## config.mk

```make
export PLATFORM = sky130hd
export DESIGN_NAME = serial_pattern_gen
export DESIGN_NICKNAME = d
export VERILOG_FILES = /design/src/rtl/serial_pattern_gen.sv
export SDC_FILE = /design/constraint.sdc
export NUM_CORES = 1
export LEC_CHECK = 0
export ABC_AREA = 0
export BUFFER_PORTS_ARGS = -buffer_cell sky130_fd_sc_hd__buf_2
export CORE_MARGIN = 1
export CORE_UTILIZATION = 57
export DETAILED_ROUTE_END_ITERATION = 8
export GPL_TIMING_DRIVEN = 0
export PLACE_DENSITY_LB_ADDON = 0.25
export SETUP_SLACK_MARGIN = 0.4
export SYNTH_ARGS = -nofsm -noshare
export SYNTH_HDL_FRONTEND = slang
export SYNTH_SLANG_ARGS = --single-unit
```

## constraint.sdc

```tcl
create_clock -name clk -period 2.3 [get_ports clk]
set_input_delay 0.575 -clock clk [delete_from_list [all_inputs] [get_ports clk]]
set_output_delay 0.575 -clock clk [all_outputs]
set_load 0.1 [all_outputs]
```

## src/rtl/serial_pattern_gen.sv

```systemverilog
// Serial pattern transmitter: sends pat[len-1..0] MSB-first, rep_cnt+1 times with gap_len idle cycles between packets.
// Optional SPG_LFSR_GAP_EN fills gap cycles with LFSR noise (x^8+x^6+x^5+x^4+1, seed 8'hA5).
module serial_pattern_gen #(
  parameter int MAX_LEN = 8,
  parameter int LEN_W   = 4,
  parameter int REP_W   = 4,
  parameter int GAP_W   = 4
) (
  input  logic               clk,
  input  logic               rst_n,
  input  logic               ena,
  input  logic               start,
  input  logic               abort,
  input  logic [MAX_LEN-1:0] pat,
  input  logic [LEN_W-1:0]   pat_len,
  input  logic [REP_W-1:0]   rep_cnt,
  input  logic [GAP_W-1:0]   gap_len,
  output logic               dout,
  output logic               dout_valid,
  output logic               busy,
  output logic               done,
  output logic               err_len
);

  localparam int IDX_W = (MAX_LEN > 1) ? $clog2(MAX_LEN) : 1;
  localparam logic [LEN_W:0] MAX_LEN_C = (LEN_W + 1)'(MAX_LEN);

  typedef enum logic [1:0] {IDLE, SEND, GAP, DONE} state_e;

  state_e             state_q, state_d;
  logic [MAX_LEN-1:0] pat_q, pat_d;
  logic [LEN_W-1:0]   len_q, len_d;
  logic [REP_W-1:0]   rep_q, rep_d;
  logic [GAP_W-1:0]   gap_q, gap_d;
  logic [GAP_W-1:0]   gcnt_q, gcnt_d;
  logic [IDX_W-1:0]   idx_q, idx_d;
  logic               dout_q, dout_d;
  logic               valid_q, valid_d;
  logic               busy_q, busy_d;
  logic               done_q, done_d;
  logic               err_q, err_d;

  logic               len_ok;
  logic [IDX_W-1:0]   idx_first;
  logic [IDX_W-1:0]   idx_reload;
  logic [IDX_W-1:0]   idx_dec;

`ifdef SPG_LFSR_GAP_EN
  logic [7:0] lfsr_q, lfsr_d;
  logic [7:0] lfsr_step;
  assign lfsr_step = {lfsr_q[6:0], lfsr_q[7] ^ lfsr_q[5] ^ lfsr_q[4] ^ lfsr_q[3]};
`endif

  assign len_ok     = (pat_len != '0) && ({1'b0, pat_len} <= MAX_LEN_C);
  assign idx_first  = IDX_W'(pat_len - 1'b1);
  assign idx_reload = IDX_W'(len_q - 1'b1);
  assign idx_dec    = idx_q - 1'b1;

  // Outputs are computed for the cycle being entered and registered, so dout tracks state_q with no extra lag.
  always_comb begin
    state_d = state_q;
    pat_d   = pat_q;
    len_d   = len_q;
    rep_d   = rep_q;
    gap_d   = gap_q;
    gcnt_d  = gcnt_q;
    idx_d   = idx_q;
    dout_d  = 1'b0;
    valid_d = 1'b0;
    busy_d  = 1'b0;
    done_d  = 1'b0;
    err_d   = 1'b0;
`ifdef SPG_LFSR_GAP_EN
    lfsr_d  = lfsr_q;
`endif

    unique case (state_q)
      IDLE: begin
        if (start) begin
          if (len_ok) begin
            pat_d   = pat;
            len_d   = pat_len;
            rep_d   = rep_cnt;
            gap_d   = gap_len;
            idx_d   = idx_first;
            state_d = SEND;
            dout_d  = pat[idx_first];
            valid_d = 1'b1;
            busy_d  = 1'b1;
          end else begin
            err_d = 1'b1;
          end
        end
      end
      SEND: begin
        if (idx_q != '0) begin
          idx_d   = idx_dec;
          dout_d  = pat_q[idx_dec];
          valid_d = 1'b1;
          busy_d  = 1'b1;
        end else if (rep_q == '0) begin
          state_d = DONE;
          done_d  = 1'b1;
        end else begin
          rep_d = rep_q - 1'b1;
          if (gap_q == '0) begin
            idx_d   = idx_reload;
            dout_d  = pat_q[idx_reload];
            valid_d = 1'b1;
            busy_d  = 1'b1;
          end else begin
            state_d = GAP;
            gcnt_d  = gap_q;
            busy_d  = 1'b1;
`ifdef SPG_LFSR_GAP_EN
            dout_d  = lfsr_q[0];
`endif
          end
        end
      end
      GAP: begin
`ifdef SPG_LFSR_GAP_EN
        lfsr_d = lfsr_step;
`endif
        if (gcnt_q == GAP_W'(1)) begin
          state_d = SEND;
          idx_d   = idx_reload;
          dout_d  = pat_q[idx_reload];
          valid_d = 1'b1;
          busy_d  = 1'b1;
        end else begin
          gcnt_d = gcnt_q - 1'b1;
          busy_d = 1'b1;
`ifdef SPG_LFSR_GAP_EN
          dout_d = lfsr_step[0];
`endif
        end
      end
      DONE: state_d = IDLE;
    endcase

    if (abort) begin
      state_d = IDLE;
      dout_d  = 1'b0;
      valid_d = 1'b0;
      busy_d  = 1'b0;
      done_d  = 1'b0;
      err_d   = 1'b0;
    end
  end

  always_ff @(posedge clk or negedge rst_n) begin
    if (!rst_n) begin
      state_q <= IDLE;
      pat_q   <= '0;
      len_q   <= '0;
      rep_q   <= '0;
      gap_q   <= '0;
      gcnt_q  <= '0;
      idx_q   <= '0;
      dout_q  <= 1'b0;
      valid_q <= 1'b0;
      busy_q  <= 1'b0;
      done_q  <= 1'b0;
      err_q   <= 1'b0;
`ifdef SPG_LFSR_GAP_EN
      lfsr_q  <= 8'hA5;
`endif
    end else if (ena) begin
      state_q <= state_d;
      pat_q   <= pat_d;
      len_q   <= len_d;
      rep_q   <= rep_d;
      gap_q   <= gap_d;
      gcnt_q  <= gcnt_d;
      idx_q   <= idx_d;
      dout_q  <= dout_d;
      valid_q <= valid_d;
      busy_q  <= busy_d;
      done_q  <= done_d;
      err_q   <= err_d;
`ifdef SPG_LFSR_GAP_EN
      lfsr_q  <= lfsr_d;
`endif
    end
  end

  assign dout       = dout_q;
  assign dout_valid = valid_q;
  assign busy       = busy_q;
  assign done       = done_q;
  assign err_len    = err_q;

endmodule

```

==> results by stage <==
Route:
- The detailed router finished its first iteration with 115 violations.
- The routed via count divided by cell count is 5.92.
- The final route contains 1753 vias.
- The routed wire length is 4830 um.
- The count of nets left with antenna violations once routing finished came out at 0.
- Dividing the detail-routed wire length by the instance count gives 16.3 um.
- For this run, the detailed router's first-pass iteration total came to 4.
- The number of DRC violations after detailed routing is 0.

Clocking:
- The TritonCTS clock tree is done.
- The TritonCTS buffer count is 5.
- The H-tree generated during clock tree synthesis spans 2 levels.
- The tree is rooted in a sky130_fd_sc_hd__clkbuf_4.
- At the later pin of the worst-skew pair, clock insertion delay measures 340 ps.
- The clock passes through at most 2 buffers.
- Clock-pin slew was measured on the worst setup and hold paths at 100 ps.
- The clock net sink count is 33.

Yosys:
- In this run, distinct cell masters in the synthesized netlist total 45.
- The async set-reset flop share out of synthesis is 100%.
- Counting every instance in the synthesized netlist gives 197.
- The sequential share of the synthesized area is 39.5%.
- The net count after synthesis is 234.
- The cell area that synthesis handed to floorplanning was 0.00209 mm^2.
- The number of enable-type register cells in the synthesized netlist is 0.
- Sorting the synthesized cells by area gives the leading types as sky130_fd_sc_hd__dfrtp_1, sky130_fd_sc_hd__ha_1, sky130_fd_sc_hd__mux2_2, sky130_fd_sc_hd__mux4_2, sky130_fd_sc_hd__mux2i_1.
- For this run, the leading register cell type out of synthesis is sky130_fd_sc_hd__dfrtp_1.
- A synthesized cell averages 10.6 um^2.
- The number of warnings printed during yosys synthesis is 0.
- The top cell type by total area after synthesis is sky130_fd_sc_hd__dfrtp_1.
- In this run, synthesis produced a sequential element count of 33.
- The fraction of synthesized cell area taken by the top area cell type is 39.5%.

Die:
- The floorplan step set the die height to 62.5 um.
- The initial standard-cell utilization of the core is 61.1%.
- The area of the core is 0.00342 mm^2.
- The floorplan die area is 0.00391 mm^2.
- In this run the count of I/O pins placed on the die edge is 30.
- The x dimension of the die is 62.5 um.
- The placement row count is 21.

Power:
- The overall power after layout is 3.31 mW.
- The share of total power consumed by net switching is 42.0%.
- Across the VDD grid, the largest voltage drop is 0.839 mV.
- The net switching power is 1.39 mW.
- Of the total power, the clock network draws 11.5%.
- In this run the power density over the cells is 1230 mW/mm^2.
- The cell-internal power is 1.92 mW.
- The sequential power share is 33.3%.
- Of the total power, combinational logic draws 55.2%.
- The analysis attributes to cell leakage a power of 1.22 nW.

STA:
- Setup repair after global routing could not meet its margin everywhere.
- The setup slack after layout is 323 ps.
- The total setup violations reported at the end of the flow is 0.
- The worst relative slew slack is 50.4%.
- The upper clock frequency limit is 0.506 GHz.
- The final total negative setup slack is 0 ps.
- In the finished design, the share of the clock period the worst path needs comes to 86.0%.
- The final-report hold violation count was 0.
- Across all hold checks on the routed design, the worst slack comes to 288 ps.
- The slew at the pin closest to its max-slew limit is 744 ps.
- The worst-case clock skew is 7.21 ps.
- The total count of max-transition violations in the final report is 0.
- The shortest period the worst path allows is 1980 ps.

Cells and area:
- The net count reported at finish is 286.
- The filler cells instantiated in the layout total 217.
- The growth of design area from synthesis to finish is 28.5%.
- In the final layout, the share of cells above drive strength 1 is 42.8%.
- The post-route core utilization is 78.6%.
- The count of inserted antenna diode cells is 0.

Job:
- Max-cap violations in this run came to 0.

Critical path:
- Traced cell by cell, the critical path runs through inv_1 > ha_1 > nor3b_4 > o21ai_0 > and4_1 > buf_2 > a21o_1 > a211oi_1.
- The slowest stage of the critical path is the sky130_fd_sc_hd__dfrtp_1 cell.
- The worst setup path is of the reg2reg kind.
- The buffers plus inverters on the worst setup path is 2.
- STA classifies the critical path startpoint as a flip-flop.
- The arrival time at the worst endpoint is 2220 ps.
- The data required time at the worst endpoint is 2540 ps.
- The maximum fanout encountered on the critical timing path is 10.
- The category of the worst setup path capture point is a flip-flop.
- The kind of cell with the highest combined delay along the critical path is compound AO/OA/AOI/OAI gates.
- The peak per-stage delay on the critical path is 410 ps.

Place:
- Once detailed placement completed, the half-perimeter wirelength came to 3190 um.
- The congestion estimate from routability-driven global placement came to 0.907.
- The pre-CTS setup slack is -59.0 ps.
- Buffers placed on the I/O ports in this run total 29.

GRT:
- For this run the aggregate overflow at the end of global routing stands at 0.
- The maximum number of pins on one net before global-route repair is 34.
- The via count of the first global-routing pass is 1665.
- The initial antenna violation count is 0.
- The first global-routing pass estimated 7420 um of wire.
- Across every metal layer, demand over resource in global routing totals 24.3%.

Outcome:
- The flow ran to the end, and the final reports show no timing, DRC or antenna violations.

Worst hold path:
- The kind of path behind the tightest hold check is in2async.
==> path summary, 6_finish.rpt <==
kind                            slack (ps)   endpoint  startpoint  depth (start not counted)
worst max register to register         320  gcnt_q[3]    rep_q[0]                          8
min in group clk                       460   gap_q[3]  gap_len[3]                          2
worst min-delay path                   290   rep_q[2]       rst_n                          1
max in group asynchronous             1490   len_q[0]       rst_n                          1
worst max-delay path                   320  gcnt_q[3]    rep_q[0]                          8
worst min register to register         500       busy        busy                          1
==> layer usage <==
layer / vias to the layer above / track usage [%] / part of all wire [%]
li1: 820 / - / -
met1: 854 / 30.6 / 44
met2: 66 / 41.4 / 49
met3: 13 / 4.93 / 5.2
met4: 0 / 8.72 / 2.1
met5: - / 0 / 0
==> through the flow <==
stage	cells	instance area (um^2)
2_1_floorplan	197	2140
3_3_place_gp	272	2350
3_5_place_dp	272	2350
4_1_cts	284	2490
5_1_grt	296	2680
6_report	296	2680
==> logic make-up (layout without fill, tap and decap cells) <==
kind of cell	count (synthesis)	in the layout	share of synthesized area, %
adders and majority gates	12	12	7.19
DFF	33	33	39.5
AOI/OAI and AO/OA	43	43	14.7
and+or+nand+nor	53	53	14.0
xor gates and xnor gates	4	4	2.04
muxes	28	28	17.8
buffers and inverters	24	77	4.73
==> power by group through the flow <==
stage	registers (mW)	clock network (mW)	logic [mW]
floorplan	1.14	0	1.11
global placement	1.06	0	1.47
detailed placement	1.08	0	1.51
CTS	1.08	0.386	1.61
global route	1.13	0.406	2.00
finish	1.10	0.380	1.83
==> final cells by class <==
class | instances | area, um^2 | share of cell area (%)
Buffer | 6 | 50.0 | 1.86
Tap cell | 46 | 57.6 | 2.14
Multi-Input combinational cell | 140 | 1300 | 48.3
Inverter | 18 | 95.1 | 3.54
Clock inverter | 1 | 5.00 | 0.186
Clock buffer | 7 | 65.1 | 2.42
Timing Repair Buffer | 45 | 287 | 10.7
Sequential cell | 33 | 827 | 30.8
==> cell usage in the layout, fill, tap and decap left out, types with 3 or more instances in the layout <==
cell type,count
sky130_fd_sc_hd__dfrtp_1,32
sky130_fd_sc_hd__buf_2,28
sky130_fd_sc_hd__buf_4,17
sky130_fd_sc_hd__inv_1,14
sky130_fd_sc_hd__o21ai_0,14
sky130_fd_sc_hd__mux2_2,13
sky130_fd_sc_hd__nor2_1,12
sky130_fd_sc_hd__nand2_1,11
sky130_fd_sc_hd__mux2i_1,9
sky130_fd_sc_hd__mux4_2,6
sky130_fd_sc_hd__ha_1,6
sky130_fd_sc_hd__clkbuf_4,5
sky130_fd_sc_hd__buf_6,4
sky130_fd_sc_hd__nor3_1,4
sky130_fd_sc_hd__ha_2,4
sky130_fd_sc_hd__nand2b_4,3
sky130_fd_sc_hd__a31oi_1,3
sky130_fd_sc_hd__a211oi_1,3
sky130_fd_sc_hd__xnor2_1,3
sky130_fd_sc_hd__o2bb2ai_1,3
==> state kept, by name (all words and copies together), names as in the netlist, 2 cells and up <==
signal	flops
gap_q	4
gcnt_q	4
idx_q	3
len_q	3
pat_q	8
rep_q	4
state_q	2
==> repair_timing <==
action,4_1_cts,5_1_grt
pin swaps,4,6
endpoints found under the setup margin,19,18
setup buffers,4,12
hold buffers,0,0
resized for setup,12,32
==> cells in the mapped netlist, types with 3 or more instances <==
master / instances
sky130_fd_sc_hd__o21ai_0: 14
sky130_fd_sc_hd__nand2_1: 13
sky130_fd_sc_hd__ha_1: 12
sky130_fd_sc_hd__o2bb2ai_1: 3
sky130_fd_sc_hd__a21oi_1: 3
sky130_fd_sc_hd__a31oi_1: 3
sky130_fd_sc_hd__nor3_1: 4
sky130_fd_sc_hd__xnor2_1: 3
sky130_fd_sc_hd__nand2b_1: 4
sky130_fd_sc_hd__clkbuf_1: 4
sky130_fd_sc_hd__nor2_1: 12
sky130_fd_sc_hd__mux2_2: 13
sky130_fd_sc_hd__a211oi_1: 4
sky130_fd_sc_hd__nor3b_1: 5
sky130_fd_sc_hd__inv_1: 18
sky130_fd_sc_hd__mux2i_1: 9
sky130_fd_sc_hd__mux4_2: 6
sky130_fd_sc_hd__dfrtp_1: 33
(Power assumes the default switching activity.)
